--- src/rtl/fb_pkg.sv ---
// Shared definitions for the frame buffer write path: screen geometry,
// the {Y,X} address packing and the fill FSM state encoding.
package fb_pkg;

  localparam int FB_W = 160;
  localparam int FB_H = 120;

  typedef enum logic [1:0] {
    IDLE,
    FILL,
    DONE
  } fill_state_t;

  // Frame buffer address is the row in the upper bits, the column in the lower 8.
  function automatic logic [14:0] fb_pack(input logic [7:0] x, input logic [6:0] y);
    return {y, x};
  endfunction

endpackage

--- src/rtl/fb_rect_scanner.sv ---
// Raster walker for the rectangle fill engine. It loads the rectangle bounds on
// start, steps left-to-right then top-to-bottom on each advance, and flags the
// bottom-right corner so the controller knows which write is the last one.
module fb_rect_scanner
  import fb_pkg::*;
(
  input  logic       i_clk,
  input  logic       i_reset,
  input  logic       i_start,
  input  logic [7:0] i_x0,
  input  logic [7:0] i_x1,
  input  logic [6:0] i_y0,
  input  logic [6:0] i_y1,
  input  logic       i_advance,
  output logic [7:0] o_x,
  output logic [6:0] o_y,
  output logic       o_last
);

  logic [7:0] r_x0;
  logic [7:0] r_x1;
  logic [6:0] r_y1;
  logic [7:0] r_x;
  logic [6:0] r_y;

  // Load the bounds on start, otherwise walk the raster one pixel per advance.
  always_ff @(posedge i_clk) begin
    if (!i_reset) begin
      r_x0 <= '0;
      r_x1 <= '0;
      r_y1 <= '0;
      r_x  <= '0;
      r_y  <= '0;
    end else if (i_start) begin
      r_x0 <= i_x0;
      r_x1 <= i_x1;
      r_y1 <= i_y1;
      r_x  <= i_x0;
      r_y  <= i_y0;
    end else if (i_advance) begin
      if (r_x == r_x1) begin
        r_x <= r_x0;
        r_y <= r_y + 7'd1;
      end else begin
        r_x <= r_x + 8'd1;
      end
    end
  end

  assign o_x    = r_x;
  assign o_y    = r_y;
  assign o_last = (r_x == r_x1) && (r_y == r_y1);

endmodule

--- src/rtl/fb_write_arbiter.sv ---
// Owner of the frame buffer write port. Arbitrates between single-pixel CPU
// writes and the rectangle fill engine. The CPU normally wins, but after
// CPU_BURST back-to-back CPU grants a pending fill is guaranteed one slot.
// Every output is registered, so a request seen at one edge is visible on the
// frame buffer port right after that edge.
module fb_write_arbiter
  import fb_pkg::*;
#(
  parameter int X_MAX     = FB_W - 1,
  parameter int Y_MAX     = FB_H - 1,
  parameter int CPU_BURST = 4
) (
  input  logic        i_clk,
  input  logic        i_reset,
  input  logic        i_cpu_req,
  input  logic [7:0]  i_cpu_x,
  input  logic [6:0]  i_cpu_y,
  input  logic        i_cpu_pixel,
  output logic        o_cpu_gnt,
  input  logic        i_fill_start,
  input  logic [7:0]  i_fill_x0,
  input  logic [7:0]  i_fill_x1,
  input  logic [6:0]  i_fill_y0,
  input  logic [6:0]  i_fill_y1,
  input  logic        i_fill_pixel,
  output logic        o_fill_busy,
  output logic        o_fill_done,
  output logic        o_fill_err,
  output logic [14:0] o_fb_addr,
  output logic        o_fb_data_in,
  output logic        o_fb_we
);

  localparam int              BURST_W = $clog2(CPU_BURST + 1);
  localparam logic [BURST_W-1:0] L_BURST = BURST_W'(CPU_BURST);
  localparam logic [7:0]      L_X_MAX = 8'(X_MAX);
  localparam logic [6:0]      L_Y_MAX = 7'(Y_MAX);

  fill_state_t         r_state;
  fill_state_t         w_state_next;
  logic [BURST_W-1:0]  r_burst;
  logic [BURST_W-1:0]  w_burst_next;
  logic                r_fill_pixel;

  logic                r_cpu_gnt;
  logic                r_fill_busy;
  logic                r_fill_done;
  logic                r_fill_err;
  logic [14:0]         r_fb_addr;
  logic                r_fb_data;
  logic                r_fb_we;

  logic                w_cpu_gnt_d;
  logic                w_fill_busy_d;
  logic                w_fill_done_d;
  logic                w_fill_err_d;
  logic [14:0]         w_fb_addr_d;
  logic                w_fb_data_d;
  logic                w_fb_we_d;

  logic                w_start_seen;
  logic                w_cmd_ok;
  logic                w_accept;
  logic                w_reject;
  logic                w_fill_slot;
  logic                w_cpu_win;
  logic                w_cpu_in_range;

  logic [7:0]          w_scan_x;
  logic [6:0]          w_scan_y;
  logic                w_scan_last;

  // A start command only counts in IDLE; a command is legal when both ranges
  // are ordered and lie on screen, which also rules out counter wrap.
  assign w_start_seen   = i_fill_start && (r_state == IDLE);
  assign w_cmd_ok       = (i_fill_x0 <= i_fill_x1) && (i_fill_y0 <= i_fill_y1) &&
                          (i_fill_x1 <= L_X_MAX) && (i_fill_y1 <= L_Y_MAX);
  assign w_accept       = w_start_seen && w_cmd_ok;
  assign w_reject       = w_start_seen && !w_cmd_ok;

  // The fill takes the port whenever the CPU is quiet or its burst allowance is used up.
  assign w_fill_slot    = (r_state == FILL) && (!i_cpu_req || (r_burst == L_BURST));
  assign w_cpu_win      = i_cpu_req && !w_fill_slot;
  assign w_cpu_in_range = (i_cpu_x <= L_X_MAX) && (i_cpu_y <= L_Y_MAX);

  fb_rect_scanner u_scanner (
    .i_clk     (i_clk),
    .i_reset   (i_reset),
    .i_start   (w_accept),
    .i_x0      (i_fill_x0),
    .i_x1      (i_fill_x1),
    .i_y0      (i_fill_y0),
    .i_y1      (i_fill_y1),
    .i_advance (w_fill_slot),
    .o_x       (w_scan_x),
    .o_y       (w_scan_y),
    .o_last    (w_scan_last)
  );

  // State, burst counter and latched fill value.
  always_ff @(posedge i_clk) begin
    if (!i_reset) begin
      r_state      <= IDLE;
      r_burst      <= '0;
      r_fill_pixel <= 1'b0;
    end else begin
      r_state <= w_state_next;
      r_burst <= w_burst_next;
      if (w_accept) begin
        r_fill_pixel <= i_fill_pixel;
      end
    end
  end

  // Next state: accepted commands fill, rejected ones go straight to DONE,
  // and the fill ends on the cycle it writes the bottom-right pixel.
  always_comb begin
    w_state_next = r_state;
    unique case (r_state)
      IDLE: begin
        if (w_accept) begin
          w_state_next = FILL;
        end else if (w_reject) begin
          w_state_next = DONE;
        end
      end
      FILL: begin
        if (w_fill_slot && w_scan_last) begin
          w_state_next = DONE;
        end
      end
      DONE:    w_state_next = IDLE;
      default: w_state_next = IDLE;
    endcase
  end

  // Next values of every registered output plus the CPU burst count.
  always_comb begin
    w_cpu_gnt_d   = 1'b0;
    w_fb_we_d     = 1'b0;
    w_fb_addr_d   = r_fb_addr;
    w_fb_data_d   = r_fb_data;
    w_fill_busy_d = (w_state_next == FILL);
    w_fill_done_d = (r_state == DONE);
    w_fill_err_d  = r_fill_err;
    w_burst_next  = '0;

    if (w_fill_slot) begin
      w_fb_we_d   = 1'b1;
      w_fb_addr_d = fb_pack(w_scan_x, w_scan_y);
      w_fb_data_d = r_fill_pixel;
    end else if (w_cpu_win) begin
      w_cpu_gnt_d = 1'b1;
      w_fb_we_d   = w_cpu_in_range;
      w_fb_addr_d = fb_pack(i_cpu_x, i_cpu_y);
      w_fb_data_d = i_cpu_pixel;
      if (r_state == FILL) begin
        w_burst_next = r_burst + 1'b1;
      end
    end

    if (w_accept) begin
      w_fill_err_d = 1'b0;
    end else if (w_reject) begin
      w_fill_err_d = 1'b1;
    end
  end

  // Output registers.
  always_ff @(posedge i_clk) begin
    if (!i_reset) begin
      r_cpu_gnt   <= 1'b0;
      r_fill_busy <= 1'b0;
      r_fill_done <= 1'b0;
      r_fill_err  <= 1'b0;
      r_fb_addr   <= '0;
      r_fb_data   <= 1'b0;
      r_fb_we     <= 1'b0;
    end else begin
      r_cpu_gnt   <= w_cpu_gnt_d;
      r_fill_busy <= w_fill_busy_d;
      r_fill_done <= w_fill_done_d;
      r_fill_err  <= w_fill_err_d;
      r_fb_addr   <= w_fb_addr_d;
      r_fb_data   <= w_fb_data_d;
      r_fb_we     <= w_fb_we_d;
    end
  end

  assign o_cpu_gnt    = r_cpu_gnt;
  assign o_fill_busy  = r_fill_busy;
  assign o_fill_done  = r_fill_done;
  assign o_fill_err   = r_fill_err;
  assign o_fb_addr    = r_fb_addr;
  assign o_fb_data_in = r_fb_data;
  assign o_fb_we      = r_fb_we;

endmodule

--- config.mk ---
export PLATFORM = sky130hd
export DESIGN_NAME = fb_write_arbiter
export DESIGN_NICKNAME = d
export VERILOG_FILES = /design/src/rtl/fb_pkg.sv /design/src/rtl/fb_rect_scanner.sv /design/src/rtl/fb_write_arbiter.sv
export SDC_FILE = /design/constraint.sdc
export NUM_CORES = 1
export LEC_CHECK = 0
export CAP_MARGIN = 25
export CORE_MARGIN = 2
export CORE_UTILIZATION = 30
export CTS_CLUSTER_SIZE = 12
export DETAILED_ROUTE_END_ITERATION = 8
export PLACE_DENSITY = 0.54
export RECOVER_POWER = 100
export SLEW_MARGIN = 5
export SYNTH_ARGS = -nofsm -noshare
export SYNTH_HDL_FRONTEND = slang
export SYNTH_SLANG_ARGS = --single-unit
--- constraint.sdc ---
create_clock -name i_clk -period 4.8 [get_ports i_clk]
set_clock_uncertainty 0.2 [all_clocks]
set_input_delay 0.48 -clock i_clk [delete_from_list [all_inputs] [get_ports i_clk]]
set_output_delay 0.48 -clock i_clk [all_outputs]
set_load 0.1 [all_outputs]
* Word-level counts from Yosys, hierarchy flattened
Cells that the tools add are included.
Storage, ports and cells: bits in registers 65, logic and storage cells 73
Operators by class: add/subtract/negate cells 3, $lt $le $gt $ge 6, equality and inequality tests 6, multiplexer cells 17, bitwise logic cells 3, reductions and logical operators 23
Operators with widths (number):
- 15-bit 2-to-1 mux | 2
- 8-bit 2-to-1 mux | 3
- 7-bit 2-to-1 mux | 3
- 8-bit <= comparator (second input constant) | 2
- 7-bit <= comparator (second input constant) | 2
- 1-bit logical AND | 11
- 8-bit by 1-bit adder with 8-bit output (second input constant) | 1
- 8-bit equality test | 1
- 8-bit <= comparator | 1
- 7-bit by 1-bit adder with 7-bit output (second input constant) | 1
- 7-bit equality test | 1
- 7-bit <= comparator | 1
- 2-bit 2-to-1 mux | 3
- 2-bit nonzero test | 3
- 1-bit 2-to-1 mux | 5
- 2-bit by 1-bit equality test with 1-bit output (second input constant) | 2
- 2-bit case mux with 2 select lines | 1
- 2-bit OR reduction | 2
- 4-bit OR reduction | 1
- 3-bit by 1-bit adder with 3-bit output (second input constant) | 1
- 3-bit equality test (second input constant) | 1
- 1-bit logical NOT | 3
- 1-bit NOT | 3
- 2-bit equality test (second input constant) | 1
- other kinds (3) | 3

* Logic depth before layout (Yosys ltp)
Gate-level depths: netlist (run 1).
word-level depth 10, depth in mapped cells 10, gate-level depth less buffers 8

* Modules after synthesis
From an unflattened synthesis (run 1), not the netlist that was laid out.
Second synthesis, totals: cells, all modules 383, area, all modules 3537.1 um^2
By module, submodules not included:
- fb_rect_scanner | instances 1, cells an instance 211, area each 1923.1 um^2, seq. area each 760.7 um^2
- fb_write_arbiter | instances 1, cells an instance 172, area each 1614.0 um^2, seq. area each 540.5 um^2

* Worst setup path before layout (run 1)
Ideal clock, no wire load.
path kind input to register, from input port i_fill_x1[5], to register u_scanner.r_y[0], in the netlist u_scanner.o_y[0], arrival time 2.168 ns, required time 4.464 ns, setup slack 2.296 ns, cell stages on the path 9, buffers on the path 2, cells stage by stage inv_1 > ha_1 > and4_1 > o31a_1 > a211o_1 > buf_2 > buf_2 > nor3_1 > a211oi_2
Between the ends: cells in the longest elaborated chain, start to end 7, elaborated cells on any way between the ends 10, classes of those cells order compare (2); mux (1); reduce/logical (7)
RTL lines:
- start: declaration | RTL line fb_write_arbiter.sv:22 | input logic [7:0] i_fill_x1,
- 8-bit <= comparator | RTL line fb_write_arbiter.sv:76 | assign w_cmd_ok = (i_fill_x0 <= i_fill_x1) && (i_fill_y0 <= i_fill_y1) &&
- 1-bit logical AND | RTL line fb_write_arbiter.sv:76
- 1-bit logical AND * | RTL line fb_write_arbiter.sv:76
- 1-bit logical AND * | RTL line fb_write_arbiter.sv:77 | (i_fill_x1 <= L_X_MAX) && (i_fill_y1 <= L_Y_MAX);
- 1-bit logical AND * | RTL line fb_write_arbiter.sv:78 | assign w_accept = w_start_seen && w_cmd_ok;
- 2-bit nonzero test (no source line)
- 2-bit AND reduction (no source line)
- end signal: assignment | RTL line fb_rect_scanner.sv:39 | r_y <= i_y0;
- end signal: assignment | RTL line fb_rect_scanner.sv:43 | r_y <= r_y + 7'd1;
- end: declaration | RTL line fb_rect_scanner.sv:24 | logic [6:0] r_y;
Mark *: on every way between the ends. The rest lies on a longest branch, timed or not. A chain may end at the register's enable or synchronous reset.

* Worst setup path after layout (run 1)
from input port i_fill_x1[5], to register u_scanner.r_y[1], in the netlist u_scanner.o_y[1]
Same word-level chain as after synthesis.

==> results of run 1 <==
-- area by class of cell --
cell class / instances / area [sq um] / share of cell area, %
Inverter: 19 / 71.3 / 1.54
Multi-Input combinational cell: 309 / 2020 / 43.6
Tap cell: 143 / 179 / 3.86
Sequential cell: 65 / 1300 / 28.1
Clock buffer: 9 / 225 / 4.86
Timing Repair Buffer: 77 / 764 / 16.5
Clock inverter: 7 / 71.3 / 1.54
-- critical path, delay by kind of cell --
| family | cells | cell delay [ns] |
|---|---|---|
| AO/OA/AOI/OAI | 4 | 1.60 |
| adder cells (fa/ha/maj) | 1 | 0.28 |
| buffers and inverters | 2 | 0.61 |
| AND/OR/NAND/NOR | 2 | 0.63 |
-- final timing paths --
check | cells past startpoint | startpoint | end
max | 9 | i_fill_x1[5] | u_scanner.o_y[1]
min | 1 | r_burst[0] | r_burst[0]
max reg2reg | 9 | r_burst[0] | u_scanner.o_x[0]
min reg2reg | 1 | r_burst[0] | r_burst[0]
-- metal layers --
layer | wire (um) | vias to the layer above | global-route usage (%)
li1 | - | 1650 | -
met1 | 5040 | 1529 | 23.3
met2 | 4050 | 135 | 22.3
met3 | 729 | 6 | 3.48
met4 | 75 | 0 | 4.96
met5 | 0 | - | 0
-- power breakdown --
part	leakage, nW	internal (mW)	total (mW)	switching, mW
sequential	0.532	0.579	0.617	0.0377
clock	0.149	0.401	0.645	0.244
combinational	1.13	0.150	0.449	0.299
total	1.81	1.13	1.71	0.581
-- cell usage after synthesis (all sizes together), types with 5 or more instances --
cell,number
ha,19
a211oi,6
inv,18
nor3,9
xor2,10
clkbuf,23
dfxtp,65
buf,10
a21oi,37
xnor2,16
nand4,8
o211ai,9
nand3,31
nand2,48
nor2,19
a311oi,17
a31oi,5
o21ai,35
-- state kept, by name (all words and copies together) (netlist names), 2 cells and up --
| name | count |
|---|---|
| u_scanner.r_x1 | 8 |
| u_scanner.r_x0 | 8 |
| u_scanner.r_y1 | 7 |
| u_scanner.o_y | 7 |
| u_scanner.o_x | 8 |
| o_fb_addr | 15 |
| r_state | 2 |
| r_burst | 3 |
-- cell families after synthesis --
kind of cell	count (synthesis)	synth area share, %
and+or+nand+nor	140	20.2
AOI/OAI and AO/OA	120	22.3
DFF	65	36.4
buffers and inverters	52	6.29
xor gates and xnor gates	26	6.99
adders and majority gates	19	6.64
muxes	4	1.19
-- metrics by stage --
step / total power, mW / hold WS (ns)
2_1_floorplan: 0.958 / 0.217
3_3_place_gp: 1.08 / 0.236
3_5_place_dp: 1.10 / 0.256
4_1_cts: 1.75 / 0.269
5_1_grt: 1.79 / 0.282
6_report: 1.71 / 0.260
==> reports/qor.yml, run 1 <==
floorplanning:
  ios: 72
  row_count: 39
  die_area_sq_um: 12800
  core_region_area_sq_um: 11500
  floorplan.initialDensity_pct: 31.1
  die_h_um: 113
  die_w_um: 113
place:
  placement.setup.worst_slack_ns: 1.54
  postPlaceCellArea_sq_um: 4400
  portBuffers: 71
  finalWeightedCongestion: 0.877
  cells_after_dpl: 613
  post-dp-hpwl_mm: 7.11
synthesis:
  synth-async-reset-ratio_pct: 0
  mean_instance_size_in_the_synthesized_netlist_sq_um: 8.40
  seq_area_frac_synth_pct: 36.4
  synth_area_leaders: "sky130_fd_sc_hd__dfxtp_1, sky130_fd_sc_hd__ha_1, sky130_fd_sc_hd__a21oi_1"
  yosysWarningCount: 0
  synth_instances: 426
  synth_top_cell_by_area: "sky130_fd_sc_hd__dfxtp_1"
  netlist_area_sq_um: 3580
  synth_largest_type_area_fraction_pct: 36.4
  postSynthRegisterBits: 65
  number_of_flops_mapped_to_enable_cells_by_yosys: 0
  mappedNetlistNets: 496
  synth.distinct_cells: 55
  ys.flop_type: "sky130_fd_sc_hd__dfxtp_1"
setup_path:
  critical_path_class: "in2reg"
  cp-start-kind: "input port"
  critPathMaxStageDelay_ns: 0.76
  cpMaxStageDelayCell: "sky130_fd_sc_hd__a211oi_1"
  worst_ep_arrival_time_ns: 3.61
  critPathRequiredTime_ns: 4.82
  reg2reg_slack_ns: 2.00
  cp-end-kind: "flop"
  worstPathMaxFanout: 12
  crit_path_cells: "dlygate4sd3_1 > inv_1 > ha_1 > a211oi_1 > nor2_1 > o31a_1 > a211oi_1 > nand2_1 > o211a_1"
  crit_top_cell: "sky130_fd_sc_hd__a211oi_1"
routing:
  drc: 6
  firstDrtPassIters: 7
  avgViaCountPerCell: 5.28
  wl_per_cell_um: 15.7
  routed_wirelength_mm: 9.89
  drt_first_iter_violations: 303
  dr_total_vias: 3320
  final_antenna_net_count: 0
worst_hold_path:
  type_of_the_most_critical_hold_path: "reg2reg"
timing:
  fin_crit_sh_pct: 74.8
  final-hold-violation-count: 0
  total_negative_setup_slacks_ns: 0
  finalSetupViolCount: 0
  final_max_slew_viol_count: 37
  max_slew_margin_pct: -15.5
  final.min_clock_period_ns: 3.59
  timing.final.ws_setup_ns: 1.21
  unrepaired_setup_endpoints_after_global_routing: "no"
  timing_worst_slew_pin_value_ns: 1.73
  clock.fmax_mhz: 279
cts:
  post-cts-setup-buffer-count: 0
  postCtsHoldBufs: 0
  insertion_delay_ns: 0.33
  level_count_of_the_clock_h_tree: 3
  clk_pin_slew_worst_paths_ns: 0.06
  cts-root-to-sink-buffers: 2
  tritoncts_num_sinks: 65
  cts_inserted_buffers: 9
  cts_tree: "done"
  clock_tree.root_cell: "sky130_fd_sc_hd__clkbuf_16"
  post_cts.resized_instances: 0
grt:
  grt_max_degree: 37
  track_usage_pct: 15.6
  first_pass_grt_wire_length_mm: 16.1
  grt_overflow: 0
  grt_pass1_vias: 3092
  grt_antenna_before_repair: 0
final_layout:
  nFillCells: 1208
  ant_cells: 0
  finish.instance_area_sq_um: 4630
  layout-drive-gt1-share_pct: 6.38
  total_nets_final: 551
  syn2layout_area_growth_pct: 29.4
  layout.cells.most_common: "sky130_fd_sc_hd__dfxtp_1"
  final_cell_mix: "sky130_fd_sc_hd__dfxtp_1, sky130_fd_sc_hd__nand2_1, sky130_fd_sc_hd__clkdlybuf4s50_1, sky130_fd_sc_hd__a21oi_1, sky130_fd_sc_hd__nand3_1"
  utilization_pct: 40.2
  final-instance-count-excl-fill: 629
outcome:
  status: "finished, violations left"
  failed_checks: "DRC, capacitance limit, slew limit"
power:
  powerDensity_nw_per_um2: 370
  power_leakage_nw: 1.81
  ir_worst_vdd_mv: 0.192
job:
  timing.max_cap.violations: 1
No activity file was read; power rests on OpenSTA's default activity.
==> run 2, diff against run 1 <==
PLACE_DENSITY = 0.56   (was 0.54)
clock period = 3.3 ns   (was 4.8 ns; I/O delays follow)
==> run 2 against run 1 <==
The flow finishes with violations (DRC). First-iteration DRC count shrank 27%. Cell count rose by 0.79%. Routed wire length shrank 1.1%. Total power is 48% higher. Sequential power rose by 45%. Utilization rose by 0.66 points. Flip-flop and latch count unchanged. Largest power group unchanged.
==> reports/qor.yml, run 2 (same netlist as run 1, synthesis figures left out) <==
outcome:
  status: "finished, violations left"
  failed_checks: "DRC"
final_layout:
  layout.cells.most_common: "sky130_fd_sc_hd__dfxtp_1"
  syn2layout_area_growth_pct: 31.5
  ant_cells: 0
  layout-drive-gt1-share_pct: 8.15
  total_nets_final: 556
  largest_register_ffs: 15
  final_cell_mix: "sky130_fd_sc_hd__dfxtp_1, sky130_fd_sc_hd__nand2_1, sky130_fd_sc_hd__clkdlybuf4s50_1, sky130_fd_sc_hd__a21oi_1, sky130_fd_sc_hd__o21ai_0"
timing:
  finalSetupViolCount: 0
  final.min_clock_period_ns: 2.81
  max_slew_margin_pct: 16.7
  unrepaired_setup_endpoints_after_global_routing: "no"
  total_negative_setup_slacks_ns: 0
  final-hold-violation-count: 0
  fin_crit_sh_pct: 85.3
  timing_worst_slew_pin_value_ns: 1.25
  final_max_slew_viol_count: 0
  clock.fmax_mhz: 355
floorplanning:
  core_region_area_sq_um: 11500
  floorplan.initialDensity_pct: 31.1
  row_count: 39
  die_w_um: 113
  ios: 72
  die_h_um: 113
  die_area_sq_um: 12800
power:
  ir_worst_vdd_mv: 0.238
  powerDensity_nw_per_um2: 539
  power_leakage_nw: 1.85
  power_mw: 2.54
setup_path:
  critPathRequiredTime_ns: 3.31
  critical_path_class: "in2reg"
  cp-start-kind: "input port"
  cp-end-kind: "flop"
  worst_ep_arrival_time_ns: 2.82
  worstPathMaxFanout: 12
cts:
  clock_tree.root_cell: "sky130_fd_sc_hd__clkbuf_16"
  post-cts-setup-buffer-count: 0
  postCtsHoldBufs: 0
  clk_pin_slew_worst_paths_ns: 0.05
  insertion_delay_ns: 0.32
  tritoncts_num_sinks: 65
  level_count_of_the_clock_h_tree: 3
  cts_tree: "done"
  post_cts.resized_instances: 0
  cts_inserted_buffers: 9
  cts-root-to-sink-buffers: 2
grt:
  track_usage_pct: 15.7
  first_pass_grt_wire_length_mm: 16.2
  grt_pass1_vias: 3147
  grt_overflow: 0
  grt_max_degree: 40
  grt_antenna_before_repair: 0
routing:
  met2_length_mm: 4.06
  top_signal_layer_used: "met4"
  drt_first_iter_violations: 220
  wl_per_cell_um: 15.4
  route.layer.met1.wl_mm: 5.00
  met3_wirelength_um: 635
  dr_total_vias: 3277
  final_antenna_net_count: 0
  drc: 9
  firstDrtPassIters: 7
  avgViaCountPerCell: 5.17
  routed_wirelength_mm: 9.79
place:
  portBuffers: 71
  finalWeightedCongestion: 0.865
  post-dp-hpwl_mm: 7.23
job:
  timing.max_cap.violations: 0
worst_hold_path:
  type_of_the_most_critical_hold_path: "reg2reg"
[run 2: changes by cell type in the layout (fill, tap and decap cells not counted), sizes merged]
cell | before | now
clkinvlp | 0 | 2
buf | 3 | 10
dlygate4sd3 | 23 | 22
clkbuf | 12 | 14
clkinv | 7 | 2
[run 2: worst paths after layout]
check / startpoint / to / slack (ns) / depth (start not counted)
worst min register to register: r_burst[0] / r_burst[0] / 0.24 / 1
worst max-delay path: i_fill_x1[5] / u_scanner.o_y[1] / 0.49 / 9
worst min-delay path: r_burst[0] / r_burst[0] / 0.24 / 1
worst max register to register: r_burst[0] / u_scanner.o_x[0] / 0.59 / 9
[run 2: metrics by stage]
step                setup WS (ns)  instance area [sq um]  utilization (%)  std cells  hold WS, ns
floorplan                   0.946                   3580                -        426        0.217
global placement            0.410                   4390             38.1        617        0.233
detailed placement          0.368                   4410             38.3        618        0.235
CTS                         0.685                   4730             41.1        634        0.245
global route                0.341                   4710             40.9        634        0.278
finish                      0.486                   4710             40.9        634        0.244
[run 2: metal layers]
metal / track usage (%) / vias up
met4: 5.93 / 0
li1: - / 1650
met5: 0 / -
met2: 22.5 / 104
met3: 2.25 / 4
met1: 23.7 / 1519
[run 2: layout make-up]
class	count	area, sq um
timing repair buffer	82	803
clock buffer	12	267
clock inverter	4	50.0
fill	1216	6810
multi-input combinational	309	2030
inverter	19	71.3
tap	143	179
sequential	65	1300
[run 2: worst max-delay path: stages]
cell                            delay (ns)
sky130_fd_sc_hd__dlygate4sd3_1        0.57
sky130_fd_sc_hd__inv_1                0.06
sky130_fd_sc_hd__ha_1                 0.29
sky130_fd_sc_hd__a211oi_2             0.19
sky130_fd_sc_hd__nor2_1               0.08
sky130_fd_sc_hd__o31a_1               0.29
sky130_fd_sc_hd__a211oi_4             0.27
sky130_fd_sc_hd__nand2_1              0.36
sky130_fd_sc_hd__o211a_1              0.36
[run 2: where the power goes]
| part | internal [mW] | switching, mW | total, mW |
|---|---|---|---|
| logic | 0.227 | 0.438 | 0.666 |
| clock network | 0.645 | 0.334 | 0.978 |
| registers | 0.842 | 0.0512 | 0.894 |
| total | 1.71 | 0.823 | 2.54 |
